==> config.mk <==
export PLATFORM = sky130hd
export DESIGN_NAME = bus_arbiter
export DESIGN_NICKNAME = d
export VERILOG_FILES = /design/src/rtl/bus_arbiter.sv
export SDC_FILE = /design/constraint.sdc
export NUM_CORES = 1
export LEC_CHECK = 0
export BUFFER_PORTS_ARGS = -buffer_cell sky130_fd_sc_hd__buf_2
export CAP_MARGIN = 20
export CORE_ASPECT_RATIO = 1.2
export CORE_MARGIN = 2
export CORE_UTILIZATION = 52
export CTS_CLUSTER_DIAMETER = 120
export DETAILED_ROUTE_END_ITERATION = 16
export GPL_ROUTABILITY_DRIVEN = 1
export PLACE_DENSITY = 0.85
export SETUP_SLACK_MARGIN = 0.15
export SYNTH_ARGS = -nofsm -noshare
export SYNTH_HDL_FRONTEND = slang
export SYNTH_SLANG_ARGS = --single-unit
==> constraint.sdc <==
create_clock -name clk -period 9.8 [get_ports clk]
set_clock_uncertainty 0.05 [all_clocks]
set_input_delay 1.47 -clock clk [delete_from_list [all_inputs] [get_ports clk]]
set_output_delay 1.47 -clock clk [all_outputs]
set_load 0.02 [all_outputs]
==> src/rtl/bus_arbiter.sv <==
// bus_arbiter: shares one request/ack bus between an instruction-fetch port
// and a data port. A granted access owns the bus until bus_ack_i or until it
// has waited TIMEOUT_CYC cycles, after which it is aborted with timeout_o.
// Optional macro ARB_RR_EN: when defined, simultaneous requests alternate
// between the ports; when undefined, the data port always wins.
module bus_arbiter #(
  parameter int unsigned TIMEOUT_CYC = 16
) (
  input  logic        clk,
  input  logic        rst,
  input  logic        i_ce_i,
  input  logic [31:0] i_addr_i,
  output logic [31:0] i_data_o,
  output logic        i_stallreq_o,
  input  logic        d_ce_i,
  input  logic        d_we_i,
  input  logic [3:0]  d_sel_i,
  input  logic [31:0] d_addr_i,
  input  logic [31:0] d_data_i,
  output logic [31:0] d_data_o,
  output logic        d_stallreq_o,
  output logic        bus_req_o,
  output logic        bus_we_o,
  output logic [3:0]  bus_sel_o,
  output logic [31:0] bus_addr_o,
  output logic [31:0] bus_data_o,
  input  logic [31:0] bus_data_i,
  input  logic        bus_ack_i,
  output logic        timeout_o
);

  localparam logic [7:0] LP_WAIT_LAST = 8'(TIMEOUT_CYC - 1);

  typedef enum logic [1:0] {
    S_IDLE  = 2'd0,
    S_IBUSY = 2'd1,
    S_DBUSY = 2'd2
  } state_t;

  state_t      r_state;
  state_t      w_next_state;
  logic        r_done_i;
  logic        r_done_d;
  logic        r_timeout;
  logic [7:0]  r_wait_cnt;
  logic        r_bus_we;
  logic [3:0]  r_bus_sel;
  logic [31:0] r_bus_addr;
  logic [31:0] r_bus_wdata;
  logic [31:0] r_i_data;
  logic [31:0] r_d_data;

  logic        w_idle;
  logic        w_i_busy;
  logic        w_d_busy;
  logic        w_i_elig;
  logic        w_d_elig;
  logic        w_grant_d;
  logic        w_grant_i;
  logic        w_tmo_hit;
  logic        w_bus_req;
  logic        w_i_stall;
  logic        w_d_stall;

  assign w_idle   = (r_state == S_IDLE);
  assign w_i_busy = (r_state == S_IBUSY);
  assign w_d_busy = (r_state == S_DBUSY);

  // A port that just completed sits out one cycle so its stall can drop
  assign w_i_elig = i_ce_i & ~r_done_i;
  assign w_d_elig = d_ce_i & ~r_done_d;

  // Abort only when the final wait cycle passes without an ack
  assign w_tmo_hit = (w_i_busy | w_d_busy) & ~bus_ack_i & (r_wait_cnt == LP_WAIT_LAST);

`ifdef ARB_RR_EN
  logic r_last_d;

  // Remember which port was granted last so contention alternates
  always_ff @(posedge clk or posedge rst) begin
    if (rst) begin
      r_last_d <= 1'b0;
    end else if (w_grant_d) begin
      r_last_d <= 1'b1;
    end else if (w_grant_i) begin
      r_last_d <= 1'b0;
    end
  end

  assign w_grant_d = w_idle & w_d_elig & (~w_i_elig | ~r_last_d);
`else
  assign w_grant_d = w_idle & w_d_elig;
`endif
  assign w_grant_i = w_idle & w_i_elig & ~w_grant_d;

  // FSM state register
  always_ff @(posedge clk or posedge rst) begin
    if (rst) begin
      r_state <= S_IDLE;
    end else begin
      r_state <= w_next_state;
    end
  end

  // FSM next-state: grant from IDLE, leave BUSY on ack or timeout
  always_comb begin
    w_next_state = r_state;
    case (r_state)
      S_IDLE: begin
        if (w_grant_d) begin
          w_next_state = S_DBUSY;
        end else if (w_grant_i) begin
          w_next_state = S_IBUSY;
        end
      end
      S_IBUSY, S_DBUSY: begin
        if (bus_ack_i || w_tmo_hit) begin
          w_next_state = S_IDLE;
        end
      end
      default: w_next_state = S_IDLE;
    endcase
  end

  // FSM outputs: bus request follows state, stalls follow request and done
  always_comb begin
    w_bus_req = w_i_busy | w_d_busy;
    w_i_stall = i_ce_i & ~r_done_i;
    w_d_stall = d_ce_i & ~r_done_d;
  end

  // Capture the winner's access so the bus stays stable while it is in flight
  always_ff @(posedge clk or posedge rst) begin
    if (rst) begin
      r_bus_we    <= 1'b0;
      r_bus_sel   <= 4'h0;
      r_bus_addr  <= 32'h0;
      r_bus_wdata <= 32'h0;
    end else if (w_grant_d) begin
      r_bus_we    <= d_we_i;
      r_bus_sel   <= d_sel_i;
      r_bus_addr  <= d_addr_i;
      r_bus_wdata <= d_data_i;
    end else if (w_grant_i) begin
      r_bus_we    <= 1'b0;
      r_bus_sel   <= 4'hf;
      r_bus_addr  <= i_addr_i;
      r_bus_wdata <= 32'h0;
    end
  end

  // Count unanswered busy cycles; restarts from zero for every access
  always_ff @(posedge clk or posedge rst) begin
    if (rst) begin
      r_wait_cnt <= 8'h0;
    end else if (w_idle) begin
      r_wait_cnt <= 8'h0;
    end else if (!bus_ack_i) begin
      r_wait_cnt <= r_wait_cnt + 8'h1;
    end
  end

  // One-cycle completion flags and timeout pulse
  always_ff @(posedge clk or posedge rst) begin
    if (rst) begin
      r_done_i  <= 1'b0;
      r_done_d  <= 1'b0;
      r_timeout <= 1'b0;
    end else begin
      r_done_i  <= w_i_busy & (bus_ack_i | w_tmo_hit);
      r_done_d  <= w_d_busy & (bus_ack_i | w_tmo_hit);
      r_timeout <= w_tmo_hit;
    end
  end

  // Fetch result: bus word on ack, zero on abort
  always_ff @(posedge clk or posedge rst) begin
    if (rst) begin
      r_i_data <= 32'h0;
    end else if (w_i_busy && bus_ack_i) begin
      r_i_data <= bus_data_i;
    end else if (w_i_busy && w_tmo_hit) begin
      r_i_data <= 32'h0;
    end
  end

  // Load result: only reads update it; stores leave the last load intact
  always_ff @(posedge clk or posedge rst) begin
    if (rst) begin
      r_d_data <= 32'h0;
    end else if (w_d_busy && !r_bus_we && bus_ack_i) begin
      r_d_data <= bus_data_i;
    end else if (w_d_busy && !r_bus_we && w_tmo_hit) begin
      r_d_data <= 32'h0;
    end
  end

  assign bus_req_o    = w_bus_req;
  assign bus_we_o     = r_bus_we;
  assign bus_sel_o    = r_bus_sel;
  assign bus_addr_o   = r_bus_addr;
  assign bus_data_o   = r_bus_wdata;
  assign i_data_o     = r_i_data;
  assign d_data_o     = r_d_data;
  assign i_stallreq_o = w_i_stall;
  assign d_stallreq_o = w_d_stall;
  assign timeout_o    = r_timeout;

endmodule

==> impl_results.md, run 1 <==
- Status: completed
- Mapped cell area: between 6000 and 7000 µm²
- Synth warn: 0
- Seq/Total Area, Yosys: approximately 54%
- Critical path arrival: around 2700 ps
- Hold Crit Start: bus_data_o[17]
- Switch Pwr: 1.21 mW
- Top-area cell type share of the netlist area: a little over half
- Vias in the first global route: 5,701
- Clk buf depth: 2
- Largest family of logic cells by synthesized area: compound AO/OA/AOI/OAI gates
- PortBufs: 274
- Iteration-0 DRC Markers: 466
- GRT overflow: 0
- Finished Cell Area: 8840 µm²
- Slowest cell on crit path: buf_4
- Xor and xnor area share after synthesis: less than 1%
- Clock sink count: between 100 and 150
- Fin Hold WS: about 440 ps
- Cell count after synthesis: approximately 650
- Die area: ~14,000 µm²
- Int Power: ~1.8 mW
- Crit. End Element: primary output
- CP required: a little over 8000 ps
- Comb power frac: 42.7%
- Synth Area per Inst: 10.4 µm²
- FF-to-FF setup slack: 6790 ps
- Clock Latency Late Sink: roughly 400 ps
- Core ar.: 12,700 µm²
- CP most frequent cell: buf_2
- Initial core utilization: between 50% and 60%
- CP Class: in -> out
- Simple-Gate Fraction of Synth Area: between 10% and 20%
- Pwr per Cell Area: roughly 340 nW/µm²
- First-pass GRT wire length: a little under 30,000 µm
- VDD IR max: 159 µV
- Synth top area cells: dfrtp_1 54%, nand3_1 4.7%, a22o_1 4.3%, a2bb2oi_1 4.1%, or3b_2 4.1%
- Tot GR Track Use: a little over a quarter
- Hold endpoint: bus_data_o[17]
- Clock slew at reported path FFs: approximately 60 ps
- Vias per cell: around 5.6
- Leakage: 4.51 nW
- Sw frac: roughly 41%
- Clk root buf: clkbuf_16
- Post-synthesis mux area share: less than 1%
- Top Ports: between 200 and 300
- Die Y: around 130 µm
- Worst R2R Path Depth: 6
- Max-slew headroom: 38.2%
- Crit share post-route: a little over two fifths
- Launching point of the worst reg2reg path: r_state[1]
- Synth Area in Compound Gates: 23.5%
- Crit path cell chain: buf_2 > nor2b_2 > buf_4 > buf_2
- DRC: 0
- Max-slew violation count: 0
- Area after detailed placement: a little over 8000 µm²
- Antenna viol nets, final: 0
- Layout cells sized above 1: roughly two fifths
- Layout area overhead: 30.6%
- Achievable frequency: roughly 0.24 GHz
- Cell row count: 45
- Synth Register Bits: 146
- Area leader, netlist: dfrtp_1
- DIE WIDTH: between 100 and 150 µm
- Final Util: 69.8%
- Unrepaired setup endpoints after global routing: no
- Vias: between 6k and 7k
- Flop pwr share: 34.0%
- Reg2Reg Capture Point: bus_addr_o[10]
- Final setup fails: 0
- CTS hold repair buffers: 0
- Post-route setup TNS: 0 ps
- Crit path max fanout: 38
- HPWL after DPL: around 13,000 µm
- Clk pwr share: roughly a quarter
- Postcts setup bufs: 0
- Syn nets: 794
- Crit path largest cell delay: 390 ps
- Cell variety after synth: 43
- PostCTS Resize Cnt: 0
- Cts bufs inserted: 17
- Drt total wl: around 19,000 µm
- Largest net degree at the start of global routing: between 90 and 100
- Drt first pass iters: 5
- Routed WL per cell: 17.6 µm
- CTS tree: yes
- Hold Vio Cnt, Final: 0
- Hold Crit Class: reg -> reg
- Nets: 1,041
- H-tree depth: 4
- Maxcap violations: 0
- Initial antenna violation count: 0
- Worst slew pin tran: roughly 900 ps
- Final min period: roughly 4200 ps
- Final GP Congestion: slightly below 0.8
- Crit start category: input port
- Hold depth: 1
- Adder-Cell Fraction of Synth Area: 0.739%
-- power groups by stage --
stage | clock network, mW | logic, mW | registers, mW
6_report | 0.690 | 1.27 | 1.01
5_1_grt | 0.734 | 1.37 | 1.04
4_1_cts | 0.702 | 1.27 | 1.01
3_5_place_dp | 0 | 1.26 | 1.01
3_3_place_gp | 0 | 1.23 | 1.00
2_1_floorplan | 0 | 0.575 | 1.27
-- final cells by class --
class	instances	area [µm²]
fill	981	3820
multi-input combinational	379	2620
clock buffer	18	429
tap	164	205
clock inverter	14	200
antenna	1	2.50
sequential	146	3650
timing repair buffer	286	1470
inverter	69	264
-- worst max-delay path, delay by kind of cell --
family | cells | cell delay, ps
and+or+nand+nor | 1 | 220
buffers and inverters | 3 | 1010
-- cell usage after synthesis, drive strengths merged --
| cell | n |
|---|---|
| o21a | 1 |
| nor2 | 6 |
| a31o | 1 |
| nand3 | 64 |
| nand2 | 36 |
| and2 | 3 |
| o211ai | 32 |
| ha | 4 |
| nor4 | 1 |
| or4 | 2 |
| o22a | 4 |
| nor2b | 4 |
| a2111oi | 1 |
| a211oi | 1 |
| dfrtp | 146 |
| a21oi | 3 |
| a31oi | 1 |
| nand4b | 2 |
| o21ai | 36 |
| clkbuf | 33 |
| a211o | 1 |
| a21o | 32 |
| buf | 25 |
| inv | 69 |
| nor3 | 1 |
| xnor2 | 2 |
| and3 | 1 |
| and4b | 1 |
| o211a | 1 |
| nand2b | 3 |
| a2bb2oi | 32 |
| or3 | 2 |
| xor2 | 2 |
| o31ai | 33 |
| a22o | 33 |
| mux2i | 1 |
| or3b | 32 |
-- state kept, by name, summed over array words and instances (netlist names) --
signal      flops
d_data_o       32
r_state         2
bus_addr_o     32
r_done_d        1
bus_sel_o       4
i_data_o       32
bus_we_o        1
bus_data_o     32
r_done_i        1
timeout_o       1
r_wait_cnt      8
-- logic make-up (layout without fill, tap and decap cells) --
group | Yosys count | after routing
xor gates and xnor gates | 4 | 4
muxes | 1 | 1
AOI/OAI and AO/OA | 212 | 212
DFF | 146 | 146
other | 0 | 1
and+or+nand+nor | 158 | 158
adders and majority gates | 4 | 4
buffers and inverters | 127 | 387
-- how the worst max path moves through the flow --
| stage | from | to | slack, ps | depth (start not counted) |
|---|---|---|---|---|
| after global placement | d_ce_i | d_stallreq_o | 5650 | 4 |
| after floorplan | rst | bus_addr_o[0] | 4360 | 1 |
| after global routing | d_ce_i | d_stallreq_o | 5520 | 4 |
| after CTS | d_ce_i | d_stallreq_o | 5640 | 4 |
| final | d_ce_i | d_stallreq_o | 5570 | 4 |
| after detailed placement | d_ce_i | d_stallreq_o | 5640 | 4 |
-- per-layer routing --
metal	wire length [µm]	vias up	part of all wire, %	global-route usage, %
met5	0	-	0	0
met4	484	0	2.6	11.2
met3	1360	36	7.2	5.83
met2	9660	269	51	45.8
met1	7400	2941	39	32.6
li1	-	2827	-	-
-- layout by cell type (no fill, tap or decap), types with 4 or more instances in the layout --
cell type	instances
buf_2	274
dfrtp_1	146
inv_1	67
nand3_1	64
nand2_1	36
o21ai_0	35
a22o_1	33
o31ai_1	33
o211ai_1	32
a21o_1	32
or3b_2	32
a2bb2oi_1	32
clkbuf_16	17
buf_4	11
nor2_1	6
inv_6	6
o22a_1	4
bufinv_16	4
-- stage by stage --
step                      power, mW  worst slack, ps  instances
after floorplan                1.85             4360        652
after detailed placement       2.28             5640       1043
final                          2.97             5570       1077
after CTS                      2.98             5640       1075
after global routing           3.14             5520       1076
after global placement         2.23             5650       1043
Note: power is estimated with default switching activity, not from simulation.
==> inputs of run 2 (changes only) <==
- CORE_UTILIZATION: 52 -> 44
- PLACE_DENSITY: 0.85 -> 0.77
- clock period: 9.8 -> 3.6 ns (I/O delays scaled with it)
==> run 2 against run 1 <==
Compared with the run above: worst setup slack lost 4500 ps; non-clock buffer count rose by 1; critical path depth shrank 2; largest cell class unchanged; largest power group unchanged.
==> impl_results.md, run 2 (synthesized netlist as in run 1, its figures left out) <==
- Status: completed
- CTS hold repair buffers: 0
- Worst slew pin tran: 1010 ps
- Drt total wl: approximately 19,000 µm
- Crit share post-route: 70.0%
- Layout cells sized above 1: 39.3%
- Drt first pass iters: 5
- Final min period: between 2000 and 3000 ps
- DRC: 0
- CTS tree: yes
- Leakage: between 4 and 5 nW
- Vias per cell: between 5 and 6
- Crit start category: register
- Top routing layer used: met4
- Antenna viol nets, final: 0
- PortBufs: 274
- VDD IR max: 483 µV
- Crit. End Element: primary output
- Critical path arrival: a little under 2000 ps
- Tot GR Track Use: between 20% and 30%
- Cell row count: 49
- Clk root buf: clkbuf_16
- Final GP Congestion: between 0.8 and 0.9
- Most frequent cells in the layout: 274 x buf_2, 146 x dfrtp_1, 67 x inv_1
- Post-route setup TNS: 0 ps
- HPWL after DPL: 13,100 µm
- CP required: ~3000 ps
- Vias: 5,964
- Clock sink count: 146
- Die area: 16,400 µm²
- Post-route insts no fill: 1,117
- Maxcap violations: 0
- Placed cell count: ~1.1k
- Cts bufs inserted: 17
- Iteration-0 DRC Markers: 407
- CP Class: reg -> out
- Initial antenna violation count: 1
- Most common cell after layout, fill and taps aside: buf_2
- DR WL met2: 9340 µm
- Hold Crit Class: in -> async
- Clock slew at reported path FFs: about 60 ps
- GRT overflow: 0
- Achievable frequency: between 0.3 and 0.4 GHz
- Vias in the first global route: 5,790
- Initial core utilization: a little under half
- Hold Vio Cnt, Final: 0
- Max-slew violation count: 0
- PostCTS Resize Cnt: 0
- WL met1: between 7000 and 8000 µm
- Largest net degree at the start of global routing: between 80 and 90
- Postcts setup bufs: 0
- First-pass GRT wire length: between 20,000 and 30,000 µm
- DIE WIDTH: ~120 µm
- Core ar.: ~15,000 µm²
- H-tree depth: 4
- Final setup fails: 0
- WL met3: 1250 µm
- Layout area overhead: 32.0%
- Unrepaired setup endpoints after global routing: no
- Routed WL per cell: 17.1 µm
- Clock Latency Late Sink: 420 ps
- Top Ports: ~280
- Max-slew headroom: approximately a third
- Nets: between 1k and 1.5k
- Clk buf depth: 2
- Pwr per Cell Area: 913 nW/µm²
- Final Util: between 50% and 60%
- Crit path max fanout: 33
- Die Y: 140 µm
-- run 2: power by group --
| group | leakage (nW) | switching, mW | internal [mW] |
|---|---|---|---|
| sequential | 1.62 | 0.448 | 2.29 |
| combinational | 2.60 | 2.11 | 1.32 |
| clock | 0.317 | 0.675 | 1.31 |
| total | 4.53 | 3.23 | 4.93 |
-- run 2: critical path, stage by stage, from the launching register on --
cell and delay, ps:
dfrtp_1 660, nor2b_2 560, buf_2 290
-- run 2: area by class of cell --
| type | count | area, µm² |
|---|---|---|
| flip-flops and latches | 146 | 3650 |
| diodes | 1 | 2.50 |
| inverters | 69 | 263 |
| clock buffers | 21 | 450 |
| repair buffers | 287 | 1490 |
| multi-input cells | 379 | 2620 |
| well taps | 204 | 255 |
| clock inverters | 10 | 206 |
| fillers | 1297 | 6080 |
-- run 2: worst paths after layout --
| kind | start | end | slack, ps | cells after the start |
|---|---|---|---|---|
| hold / removal | rst | i_data_o[3] | 190 | 2 |
| hold reg to reg | bus_sel_o[2] | bus_sel_o[2] | 440 | 1 |
| setup / recovery | r_done_d | d_stallreq_o | 1080 | 2 |
| max in group asynchronous | rst | bus_addr_o[30] | 2440 | 3 |
| setup reg to reg | r_state[0] | bus_sel_o[3] | 1290 | 5 |
| min in group clk | d_data_i[12] | bus_data_o[12] | 290 | 2 |
-- run 2: routing by layer --
metal,GRT usage [%],up-vias
met5,0,-
met4,11.2,0
met3,6.19,46
met2,37.3,210
met1,29.3,2871
li1,-,2837
-- run 2: per-stage QoR --
step	cell area [µm²]	hold WS [ps]	power, mW	setup WS (ps)
6_report	8940	186	8.16	1080
5_1_grt	8940	225	8.64	939
4_1_cts	8920	199	8.21	1080
3_5_place_dp	8260	426	6.19	1220
3_3_place_gp	8260	417	6.10	1280
2_1_floorplan	6780	489	5.03	1180
